`src/rtl/dshot_pkg.sv`:
```
// Shared DSHOT definitions: frame width, receive FSM states and the 4-bit frame checksum.
package dshot_pkg;

    localparam int DSHOT_BITS = 16;

    typedef enum logic [2:0] {
        GAP  = 3'd0,
        IDLE = 3'd1,
        HIGH = 3'd2,
        LOW  = 3'd3,
        DONE = 3'd4
    } dshot_state_e;

    function automatic logic [3:0] dshot_crc(input logic [11:0] v);
        logic [11:0] x;
        x = v ^ (v >> 4) ^ (v >> 8);
        return x[3:0];
    endfunction

endpackage

```
`src/rtl/dshot_rx_sync.sv`:
```
// Brings the asynchronous motor line into the clock domain, normalises its polarity
// so that idle is always low, and flags rising and falling edges.
module dshot_rx_sync (
    input  logic clk,
    input  logic rst,
    input  logic d,
    input  logic inv,
    output logic q,
    output logic rise,
    output logic fall
);

    logic meta_q;
    logic sync_q;
    logic line_s;
    logic q_q;
    logic rise_q;
    logic fall_q;

    assign line_s = sync_q ^ inv;

    // Two-flop synchronizer; resets to the wire's idle level so line_s starts low.
    always_ff @(posedge clk or posedge rst) begin
        if (rst) begin
            meta_q <= inv;
            sync_q <= inv;
        end else begin
            meta_q <= d;
            sync_q <= meta_q;
        end
    end

    // Registered line and edge flags, all aligned to the same cycle.
    always_ff @(posedge clk or posedge rst) begin
        if (rst) begin
            q_q    <= 1'b0;
            rise_q <= 1'b0;
            fall_q <= 1'b0;
        end else begin
            q_q    <= line_s;
            rise_q <= line_s & ~q_q;
            fall_q <= ~line_s & q_q;
        end
    end

    assign q    = q_q;
    assign rise = rise_q;
    assign fall = fall_q;

endmodule

```
`src/rtl/dshot_rx_decoder.sv`:
```
// DSHOT frame receiver: classifies each bit by its high time, assembles 16 bits,
// checks the checksum and flags glitched, stuck-high or truncated frames.
module dshot_rx_decoder
    import dshot_pkg::*;
#(
    parameter int BIT_CYCLES    = 45,
    parameter int THRESH_CYCLES = BIT_CYCLES / 2,
    parameter int MIN_HIGH      = 4,
    parameter int IDLE_CYCLES   = 2 * BIT_CYCLES,
    parameter bit INVERTED      = 1'b0
) (
    input  logic        i_clk,
    input  logic        por_reset_27m,
    input  logic        i_enable,
    input  logic        i_dshot,
    output logic        o_frame_valid,
    output logic [10:0] o_throttle,
    output logic        o_telem_req,
    output logic        o_crc_ok,
    output logic        o_frame_err,
    output logic [15:0] o_frame_cnt,
    output logic        o_busy
);

    localparam int            CW       = $clog2(IDLE_CYCLES + 1);
    localparam logic [CW-1:0] CNT_MAX  = {CW{1'b1}};
    localparam logic [CW-1:0] IDLE_M1  = CW'(IDLE_CYCLES - 1);
    localparam logic [CW-1:0] BIT_M1   = CW'(BIT_CYCLES - 1);
    localparam logic [CW-1:0] THRESH   = CW'(THRESH_CYCLES);
    localparam logic [CW-1:0] MIN_H    = CW'(MIN_HIGH);
    localparam logic [CW-1:0] ONE      = CW'(1);
    localparam logic [4:0]    LAST_BIT = 5'(DSHOT_BITS - 1);

    dshot_state_e  state_q, state_d;
    logic [CW-1:0] hcnt_q, hcnt_d;
    logic [CW-1:0] lcnt_q, lcnt_d;
    logic [4:0]    bidx_q, bidx_d;
    logic [15:0]   sr_q, sr_d;
    logic          err_d;
    logic          load_s;
    logic          busy_d;
    logic          line_s, rise_s, fall_s;

    logic          valid_q, err_q, telem_q, crc_ok_q, busy_q;
    logic [10:0]   throttle_q;
    logic [15:0]   cnt_q;

    function automatic logic [CW-1:0] sat_inc(input logic [CW-1:0] v);
        return (v == CNT_MAX) ? v : v + ONE;
    endfunction

    dshot_rx_sync u_sync (
        .clk  (i_clk),
        .rst  (por_reset_27m),
        .d    (i_dshot),
        .inv  (INVERTED),
        .q    (line_s),
        .rise (rise_s),
        .fall (fall_s)
    );

    // State and bit-assembly registers.
    always_ff @(posedge i_clk or posedge por_reset_27m) begin
        if (por_reset_27m) begin
            state_q <= GAP;
            hcnt_q  <= '0;
            lcnt_q  <= '0;
            bidx_q  <= 5'd0;
            sr_q    <= 16'd0;
        end else begin
            state_q <= state_d;
            hcnt_q  <= hcnt_d;
            lcnt_q  <= lcnt_d;
            bidx_q  <= bidx_d;
            sr_q    <= sr_d;
        end
    end

    // Next-state and counter logic; GAP ignores rises so a frame is never joined mid-stream.
    always_comb begin
        state_d = state_q;
        hcnt_d  = hcnt_q;
        lcnt_d  = lcnt_q;
        bidx_d  = bidx_q;
        sr_d    = sr_q;
        err_d   = 1'b0;
        if (!i_enable) begin
            state_d = GAP;
            lcnt_d  = '0;
        end else begin
            case (state_q)
                GAP: begin
                    lcnt_d = line_s ? '0 : sat_inc(lcnt_q);
                    if (!line_s && (lcnt_q >= IDLE_M1)) begin
                        state_d = IDLE;
                    end else begin
                        state_d = GAP;
                    end
                end
                IDLE: begin
                    if (rise_s) begin
                        state_d = HIGH;
                        hcnt_d  = ONE;
                        bidx_d  = 5'd0;
                    end else begin
                        state_d = IDLE;
                    end
                end
                HIGH: begin
                    if (fall_s) begin
                        if (hcnt_q < MIN_H) begin
                            err_d   = 1'b1;
                            state_d = GAP;
                            lcnt_d  = '0;
                        end else begin
                            sr_d    = {sr_q[14:0], (hcnt_q >= THRESH)};
                            bidx_d  = bidx_q + 5'd1;
                            lcnt_d  = ONE;
                            state_d = (bidx_q == LAST_BIT) ? DONE : LOW;
                        end
                    end else if (hcnt_q >= BIT_M1) begin
                        err_d   = 1'b1;
                        state_d = GAP;
                        lcnt_d  = '0;
                    end else begin
                        hcnt_d = sat_inc(hcnt_q);
                    end
                end
                LOW: begin
                    if (rise_s) begin
                        state_d = HIGH;
                        hcnt_d  = ONE;
                    end else if (lcnt_q >= IDLE_M1) begin
                        // Line has already idled long enough, so skip GAP.
                        err_d   = 1'b1;
                        state_d = IDLE;
                        lcnt_d  = sat_inc(lcnt_q);
                    end else begin
                        lcnt_d = sat_inc(lcnt_q);
                    end
                end
                DONE: begin
                    state_d = GAP;
                    lcnt_d  = line_s ? '0 : sat_inc(lcnt_q);
                end
                default: begin
                    state_d = GAP;
                    lcnt_d  = '0;
                end
            endcase
        end
    end

    // Output decode from the state machine.
    always_comb begin
        load_s = (state_q == DONE) && i_enable;
        busy_d = (state_d == HIGH) || (state_d == LOW);
    end

    // Registered frame results and status pulses.
    always_ff @(posedge i_clk or posedge por_reset_27m) begin
        if (por_reset_27m) begin
            valid_q    <= 1'b0;
            err_q      <= 1'b0;
            busy_q     <= 1'b0;
            throttle_q <= 11'd0;
            telem_q    <= 1'b0;
            crc_ok_q   <= 1'b0;
            cnt_q      <= 16'd0;
        end else begin
            valid_q <= load_s;
            err_q   <= err_d;
            busy_q  <= busy_d;
            if (load_s) begin
                throttle_q <= sr_q[15:5];
                telem_q    <= sr_q[4];
                crc_ok_q   <= (sr_q[3:0] == (dshot_crc(sr_q[15:4]) ^ {4{INVERTED}}));
                cnt_q      <= cnt_q + 16'd1;
            end else begin
                throttle_q <= throttle_q;
                telem_q    <= telem_q;
                crc_ok_q   <= crc_ok_q;
                cnt_q      <= cnt_q;
            end
        end
    end

    assign o_frame_valid = valid_q;
    assign o_frame_err   = err_q;
    assign o_busy        = busy_q;
    assign o_throttle    = throttle_q;
    assign o_telem_req   = telem_q;
    assign o_crc_ok      = crc_ok_q;
    assign o_frame_cnt   = cnt_q;

endmodule

```
`config.mk`:
```
export PLATFORM = sky130hd
export DESIGN_NAME = dshot_rx_decoder
export DESIGN_NICKNAME = d
export VERILOG_FILES = /design/src/rtl/dshot_pkg.sv /design/src/rtl/dshot_rx_sync.sv /design/src/rtl/dshot_rx_decoder.sv
export SDC_FILE = /design/constraint.sdc
export NUM_CORES = 1
export LEC_CHECK = 0
export BUFFER_PORTS_ARGS = -buffer_cell sky130_fd_sc_hd__buf_4
export CAP_MARGIN = 20
export CELL_PAD_IN_SITES_DETAIL_PLACEMENT = 1
export CELL_PAD_IN_SITES_GLOBAL_PLACEMENT = 2
export CORE_UTILIZATION = 42
export DETAILED_ROUTE_END_ITERATION = 6
export GPL_ROUTABILITY_DRIVEN = 0
export HOLD_SLACK_MARGIN = 0.06
export PLACE_DENSITY = 0.93
export REMOVE_ABC_BUFFERS = 1
export SYNTH_ARGS = -nofsm -noshare
export SYNTH_HDL_FRONTEND = slang
export SYNTH_SLANG_ARGS = --single-unit
```
`constraint.sdc`:
```
create_clock -name i_clk -period 4.53 [get_ports i_clk]
set_clock_uncertainty 0.1 [all_clocks]
set_input_delay 0.2265 -clock i_clk [delete_from_list [all_inputs] [get_ports i_clk]]
set_output_delay 0.2265 -clock i_clk [all_outputs]
set_load 0.01 [all_outputs]
```
---- Yosys cells after proc, flatten, opt, wreduce, memory -nomap -nowiden ----
Index checks and enable logic that the tools add are counted.
cells by class
  order comparisons ....................... 4
  equal/unequal tests ..................... 20
  bitwise operators ....................... 7
  reductions and logical operators ........ 13
  $add $sub $neg .......................... 4
  muxes and demuxes ....................... 34
operator list
  cell                   number
  $mux 7                 10
  $pmux 7 s4             1
  $mux 3                 7
  $add 16x1->16 const B  1
  $mux 5                 3
  $add 7x1->7 const B    2
  $eq 7x7->1 const B     2
  $pmux 7 s2             1
  $eq 3x2->1 const B     4
  $pmux 3 s4             1
  $ne 2x2->1 const B     5
  $pmux 5 s2             1
  $mux 1                 8
  $xor 4x4->4            2
  $ge 7x5->1 const B     1
  $ge 7x6->1 const B     1
  $ge 7x7->1 const B     1
  $lt 7x3->1 const B     1
  $ne 2x1->1 const B     3
  $reduce_and 6->1       1
  $add 5x1->5 const B    1
  $eq 5x4->1 const B     1
  $reduce_and 5->1       1
  $eq 4x4->1             1
  16 further kinds       22
word-level totals
  register bits ........................... 75
  bits of input ports ..................... 4
  logic and storage cells ................. 99
  output and inout port bits .............. 32

---- Logic depth before layout (Yosys ltp) ----
Gate-level depths: netlist (run 1).
  depth after elaboration ................. 8
  gate-level depth with buffers ........... 7
  mapped depth without buffers ............ 7

---- Least setup slack after synthesis (run 1) ----
No wires, ideal clock.
  path kind ............................... flip-flop to flip-flop
  start ................................... register hcnt_q[6]
  end ..................................... register sr_q[10]
  data required time ...................... 4.305 ns
  cell stages (with the launch flop) ...... 5
  slack ................................... 2.659 ns
  arrival time ............................ 1.646 ns
  clock period less this slack ............ 1.871 ns
  cell sequence ........................... dfrtp_1 -> or4_4 -> o211ai_2 -> buf_6 -> mux2_2
on the way
  word-level cells in the longest chain between the ends .. 3
ends and longest elaborated chain
  element                            line                     RTL
  from (decl)                        dshot_rx_decoder.sv:35   logic [CW-1:0] hcnt_q, hcnt_d;
  from (signal assigned)             dshot_rx_decoder.sv:72   hcnt_q <= hcnt_d;
  $lt 7x3->1                         dshot_rx_decoder.sv:111  if (hcnt_q < MIN_H) begin
  $not 1->1 (no source line)         --
  $reduce_and 4->1 (no source line)  --
  to (signal assigned)               dshot_rx_decoder.sv:75   sr_q <= sr_d;
  to (decl)                          dshot_rx_decoder.sv:38   logic [15:0] sr_q, sr_d;
No other way between the ends.
A chain may end at the register's enable or synchronous reset.

---- Worst setup path after layout (run 1) ----
  start ................................... register hcnt_q[5]
  end ..................................... register bidx_q[3]
on the way
  word-level cells in the longest chain between the ends .. 3
ends and longest elaborated chain
  element                            line                     RTL
  $lt 7x3->1                         dshot_rx_decoder.sv:111
  $ne 2x2->1 (no source line)        --
  $reduce_and 5->1 (no source line)  --
  to (signal assigned)               dshot_rx_decoder.sv:74   bidx_q <= bidx_d;
  to (decl)                          dshot_rx_decoder.sv:37   logic [4:0] bidx_q, bidx_d;
No other way between the ends.

==> results of run 1 <==
worst max-delay path: cells and delay by family (launching register included):
kind             cells  cell delay [ps]
AO/OA/AOI/OAI        3             1140
flip-flops           1              440
AND/OR/NAND/NOR      2              650
sequential cells by signal (all words and copies together), names as in the netlist, 3 cells and up:
register,flops
state_q,3
bidx_q,5
o_throttle,11
sr_q,16
hcnt_q,7
lcnt_q,7
o_frame_cnt,16
cells in the final DEF, fill, tap and decap left out, types with 2 or more instances in the layout:
cell type / Yosys / final
and2_1: 2 / 2
or3_1: 3 / 3
clkinvlp_4: 0 / 2
nor2b_1: 4 / 4
mux2_2: 29 / 29
nor4_1: 2 / 2
nand2_1: 18 / 18
a21o_1: 6 / 6
and4_1: 3 / 3
inv_1: 5 / 4
o21a_1: 2 / 2
xor2_1: 10 / 10
dlygate4sd3_1: 0 / 2
a21oi_1: 7 / 7
and3_1: 5 / 5
inv_6: 0 / 3
ha_1: 6 / 6
nand3_1: 17 / 17
a22o_1: 2 / 2
a31oi_1: 4 / 4
buf_4: 3 / 36
o21ai_0: 19 / 19
nand2b_1: 6 / 6
xnor2_1: 17 / 17
a41oi_1: 2 / 2
o21ai_1: 2 / 2
clkbuf_8: 0 / 10
nor2_1: 13 / 13
dfrtp_1: 75 / 75
nand4_1: 5 / 5
logic make-up after synthesis:
| logic type | count (synthesis) | share of synthesized area (%) |
|---|---|---|
| adder cells (fa/ha/maj) | 6 | 2.17 |
| multiplexers | 30 | 9.75 |
| buffers and inverters | 11 | 1.99 |
| AO/OA/AOI/OAI | 55 | 10.4 |
| flip-flops | 75 | 54.4 |
| AND/OR/NAND/NOR | 89 | 14.4 |
| XOR/XNOR | 27 | 6.85 |
stage by stage:
| step | power, uW | cells | hold WS [ps] | instance area, um^2 | utilization [%] |
|---|---|---|---|---|---|
| floorplan | 724 | 287 | 158 | 3400 | - |
| global placement | 737 | 425 | 232 | 3800 | 48.4 |
| detailed placement | 739 | 425 | 237 | 3800 | 48.4 |
| CTS | 1280 | 443 | 87.3 | 4030 | 51.3 |
| global route | 1320 | 444 | 89.1 | 4050 | 51.6 |
| finish | 1270 | 444 | 92.4 | 4050 | 51.6 |
power by group:
group	switching [uW]	internal, uW	total [uW]
clock network	267	275	543
registers	9.62	676	686
logic	25.7	15.9	41.6
final cells by class:
| cell class | count | area share (%) |
|---|---|---|
| clock buffer | 10 | 3.40 |
| timing repair buffer | 39 | 7.66 |
| inverter | 5 | 0.464 |
| multi-input combinational | 207 | 37.2 |
| tap | 102 | 3.15 |
| sequential | 75 | 46.4 |
| clock inverter | 6 | 1.76 |
how the worst min path moves through the flow:
stage	startpoint	to	slack, ps	depth (start not counted)
after detailed placement	i_dshot	u_sync.meta_q	240	1
after global placement	u_sync.meta_q	u_sync.sync_q	230	0
after floorplan	i_dshot	u_sync.meta_q	160	0
after CTS	i_enable	lcnt_q[0]	90	2
final	i_enable	lcnt_q[0]	90	2
after global routing	i_enable	lcnt_q[0]	90	2
routing by layer:
layer | global-route usage (%) | part of all wire, % | up-vias
li1 | - | - | 1143
met1 | 24.4 | 44 | 1213
met2 | 32.9 | 51 | 37
met3 | 3.61 | 3.1 | 9
met4 | 8.08 | 1.5 | 0
met5 | 0 | 0 | -
Yosys cell counts, types with 2 or more instances:
library cell	number
dfrtp_1	75
xor2_1	10
buf_4	3
nor4_1	2
inv_1	5
and3_1	5
o21a_1	2
or3_1	3
a22o_1	2
nand4_1	5
nor2_1	13
o21ai_0	19
a31oi_1	4
and2_1	2
a21oi_1	7
buf_6	2
o21ai_1	2
a21o_1	6
nand2_1	18
a41oi_1	2
nor2b_1	4
nand2b_1	6
nand3_1	17
ha_1	6
mux2_2	29
and4_1	3
xnor2_1	17
==> results.json, run 1 <==
{
  "layout.area.seq_um2": 1880,
  "post_cts_buffers": 0,
  "core_um2": 7850,
  "h-tree-depth": 3,
  "synth_edf_count": 0,
  "outcome": "complete, no violations",
  "grt_pass1_vias": 2600,
  "io_buffers": 35,
  "place_hpwl_mm": 5.15,
  "antenna_found_initial": 0,
  "critical-path-max-stage-delay_ps": 790,
  "drive_gt1_share_pct": 26.9,
  "synth_top_area_share_pct": 54.4,
  "num_vias": 2402,
  "post-synth-top-area-cell": "dfrtp_1",
  "r2r_start": "hcnt_q[5]",
  "r2r_setup_slack_ps": 2080,
  "critPathArrivalTime_ps": 2590,
  "fillCellCount": 862,
  "tns_ps": 0,
  "route.antenna.remaining_nets": 0,
  "clock-sinks": 75,
  "synth-seq-cells": 75,
  "hold_class": "in2reg",
  "finalWirelength_mm": 7.30,
  "io_pins": 36,
  "yosysWarnings": 0,
  "num-nets-final": 347,
  "dp_slack_ps": 2080,
  "required_ps": 4670,
  "yosysSeqAreaShare_pct": 54.4,
  "multiInputGateArea_um2": 1510,
  "die_y_um": 92.7,
  "p_leak_uw": 0.00198,
  "drv_slew": 0,
  "power_density_nw_per_um2": 314,
  "drc": 0,
  "drt_iter0_drc": 98,
  "yosys-top-cells-area": "dfrtp_1 (54%), mux2_2 (9.5%), xnor2_1 (4.3%)",
  "clock_latency_ps": 350,
  "dieArea_um2": 8590,
  "cp_cell_sequence": "or4_4, o211ai_2, o21a_4, or3_1, a21oi_1",
  "crit_fanout": 21,
  "ir_worst_vdd_uv": 171,
  "start_util_pct": 44.0,
  "syn_avg_cell_area_um2": 11.8,
  "n_antenna_cell": 0,
  "finalHoldViolCount": 0,
  "ys.flop_type": "dfrtp_1",
  "syn_to_final_growth_pct": 17.3,
  "startpoint": "hcnt_q[5]",
  "cp-end-kind": "flip-flop",
  "ctsResizeCount": 0,
  "ctsLongestPathBuffers": 2,
  "rows": 32,
  "cts_hold_buf": 2,
  "wl_per_cell_um": 16.4,
  "grt_usage_pct": 19.4,
  "tightestPinTransition_ps": 1000,
  "critPathSlowestCell": "o211ai_2",
  "synth.distinct_cells": 51,
  "slew_headroom_pct": 32.8,
  "grt_max_degree": 49,
  "grt_pass1_wl_mm": 12.9,
  "fp.dieW_um": 92.7,
  "rsz0062_at_grt": "no",
  "via_per_inst": 5.41,
  "fin_crit_sh_pct": 54.2,
  "max_freq_ghz": 0.407,
  "rr_worst_depth": 5,
  "cts_buffers": 9,
  "path_class": "reg2reg",
  "crit_path_end": "bidx_q[3]",
  "syn-cell-area_um2": 3450,
  "grt_overflow_total": 0,
  "cp-start-kind": "flip-flop",
  "root_buffer": "clkbuf_8",
  "cts_tree": "yes",
  "synthArstFlopShare_pct": 100,
  "period_needed_ps": 2450,
  "maxCapViolCount": 0,
  "drt_pass1_iterations": 4,
  "postSynthCellCount": 293,
  "report.final.setup_viol": 0,
  "fin_ws_ps": 2080,
  "r2r_end": "bidx_q[3]",
  "clkTransAtPathRegs_ps": 80
}
(Power assumes the default switching activity.)
==> inputs of run 2 (changes only) <==
--- a/config.mk
+++ b/config.mk
@@ -9,11 +9,11 @@
 export CAP_MARGIN = 20
 export CELL_PAD_IN_SITES_DETAIL_PLACEMENT = 1
 export CELL_PAD_IN_SITES_GLOBAL_PLACEMENT = 2
-export CORE_UTILIZATION = 42
+export CORE_UTILIZATION = 35
 export DETAILED_ROUTE_END_ITERATION = 6
 export GPL_ROUTABILITY_DRIVEN = 0
 export HOLD_SLACK_MARGIN = 0.06
-export PLACE_DENSITY = 0.93
+export PLACE_DENSITY = 0.84
 export REMOVE_ABC_BUFFERS = 1
 export SYNTH_ARGS = -nofsm -noshare
 export SYNTH_HDL_FRONTEND = slang
==> constraint.sdc (replaced) <==
create_clock -name i_clk -period 2.15 [get_ports i_clk]
set_clock_uncertainty 0.1 [all_clocks]
set_input_delay 0.1075 -clock i_clk [delete_from_list [all_inputs] [get_ports i_clk]]
set_output_delay 0.1075 -clock i_clk [all_outputs]
set_load 0.01 [all_outputs]
==> run 2 against run 1 <==
Compared with the run above:
- non-clock buffer count grew 6
- critical path depth grew 1
- critical endpoint is now lcnt_q[3]
- clock-buffer cell count grew 2
- maximum frequency grew 22%
- clock power grew 90%
- combinational power grew 120%
==> results.json, run 2 (synthesis gave the netlist of run 1 again) <==
{
  "fp.dieW_um": 101,
  "n_antenna_cell": 0,
  "period_needed_ps": 2020,
  "report.final.setup_viol": 0,
  "num-nets-final": 353,
  "cp_cell_sequence": "ha_1, and4_1, nand3_1, inv_1, or3_1, o31ai_1",
  "clkTransAtPathRegs_ps": 80,
  "cp.buffers_inverters": 1,
  "drt_iter0_drc": 49,
  "drc": 0,
  "ir_worst_vdd_uv": 381,
  "cp-end-kind": "flip-flop",
  "finalWirelength_mm": 7.36,
  "route.antenna.remaining_nets": 0,
  "grt_overflow_total": 0,
  "core_um2": 9420,
  "critical-path-max-stage-delay_ps": 460,
  "p_leak_uw": 0.00200,
  "dp_slack_ps": 88.9,
  "critPathArrivalTime_ps": 2160,
  "syn_to_final_growth_pct": 19.6,
  "power.share.clock_pct": 40.0,
  "clock_latency_ps": 350,
  "fin_ws_ps": 134,
  "dieArea_um2": 10300,
  "start_util_pct": 36.7,
  "h-tree-depth": 3,
  "grt_usage_pct": 16.2,
  "place_hpwl_mm": 5.29,
  "io_buffers": 35,
  "drive_gt1_share_pct": 28.2,
  "finalHoldViolCount": 0,
  "power_density_nw_per_um2": 621,
  "cp-start-kind": "flip-flop",
  "hold_class": "reg2reg",
  "final_common_cell": "dfrtp_1",
  "sw_frac_of_total_pct": 23.9,
  "fin_crit_sh_pct": 93.8,
  "drt_pass1_iterations": 4,
  "power_switching_uw": 612,
  "maxCapViolCount": 0,
  "p_seq_share_pct": 56.3,
  "slew_headroom_pct": 63.2,
  "ctsLongestPathBuffers": 2,
  "grt_pass1_vias": 2564,
  "critPathSlowestCell": "dfrtp_2",
  "path_class": "reg2reg",
  "tightestPinTransition_ps": 551,
  "final_core_util_pct": 43.8,
  "holdWs_ps": 254,
  "antenna_found_initial": 0,
  "via_per_inst": 5.07,
  "root_buffer": "clkbuf_8",
  "max_freq_ghz": 0.496,
  "outcome": "complete, no violations",
  "clock-sinks": 75,
  "final_cell_mix": "dfrtp_1 (74), buf_4 (40), mux2_2 (29)",
  "internal_power_uw": 1950,
  "num_vias": 2420,
  "post_cts_buffers": 0,
  "rsz0062_at_grt": "no",
  "die_y_um": 101,
  "r2r_setup_slack_ps": 130,
  "pwr-share-comb_pct": 3.6,
  "cts_buffers": 9,
  "required_ps": 2290,
  "cts_tree": "yes",
  "crit_fanout": 7,
  "rows": 35,
  "path_delay_family": "simple AND/OR/NAND/NOR gates",
  "grt_pass1_wl_mm": 12.7,
  "wl_per_cell_um": 15.4,
  "io_pins": 36,
  "grt_max_degree": 39,
  "drv_slew": 0
}
run 2: final timing paths:
kind                                         to     startpoint  cells past startpoint
worst max-delay path                  lcnt_q[3]      lcnt_q[0]                      6
worst min-delay path              u_sync.sync_q  u_sync.meta_q                      0
worst max register to register        lcnt_q[3]      lcnt_q[0]                      6
worst min register to register    u_sync.sync_q  u_sync.meta_q                      0
max in group asynchronous             lcnt_q[0]  por_reset_27m                      4
min in group asynchronous       o_frame_cnt[15]  por_reset_27m                      3
run 2: what timing repair did:
| action | in CTS | in global routing |
|---|---|---|
| resized for setup | 0 | 2 |
| hold buffers | 3 | 0 |
| endpoints found under the setup margin | 0 | 1 |
| endpoints found under the hold margin | 25 | 0 |
run 2: power groups by stage:
stage               Combinational [uW]  Clock (uW)  Sequential, uW
floorplan                         58.4           0            1470
global placement                  88.5           0            1470
detailed placement                93.0           0            1470
CTS                               97.2        1060            1440
global route                       110        1130            1450
finish                            93.6        1030            1440
run 2: final cells by class:
class | count | area [um^2]
clock buffer | 12 | 155
clock inverter | 4 | 33.8
fill | 1030 | 5290
inverter | 5 | 18.8
multi-input combinational | 207 | 1510
sequential | 75 | 1880
tap | 129 | 161
timing repair buffer | 45 | 370
run 2: metal layers:
layer / global-route usage, % / share of wire (%)
met1: 21.1 / 46
met2: 26.2 / 49
met3: 4.28 / 3.1
met4: 5.69 / 1.5
met5: 0 / 0
run 2: worst register-to-register path: cells and delay by family, from the launching register on:
family | cells | cell delay [ps]
simple gates | 3 | 770
flops | 1 | 460
fa+ha+maj | 1 | 260
buf+inv | 1 | 90
compound gates | 1 | 240
run 2: through the flow:
step | total power (uW) | instance area [um^2] | setup TNS, ps | instances
CTS | 2600 | 4120 | 0 | 477
global placement | 1560 | 3900 | 0 | 458
global route | 2690 | 4130 | 0 | 477
detailed placement | 1560 | 3900 | 0 | 458
floorplan | 1530 | 3400 | -170 | 287
finish | 2560 | 4130 | 0 | 477
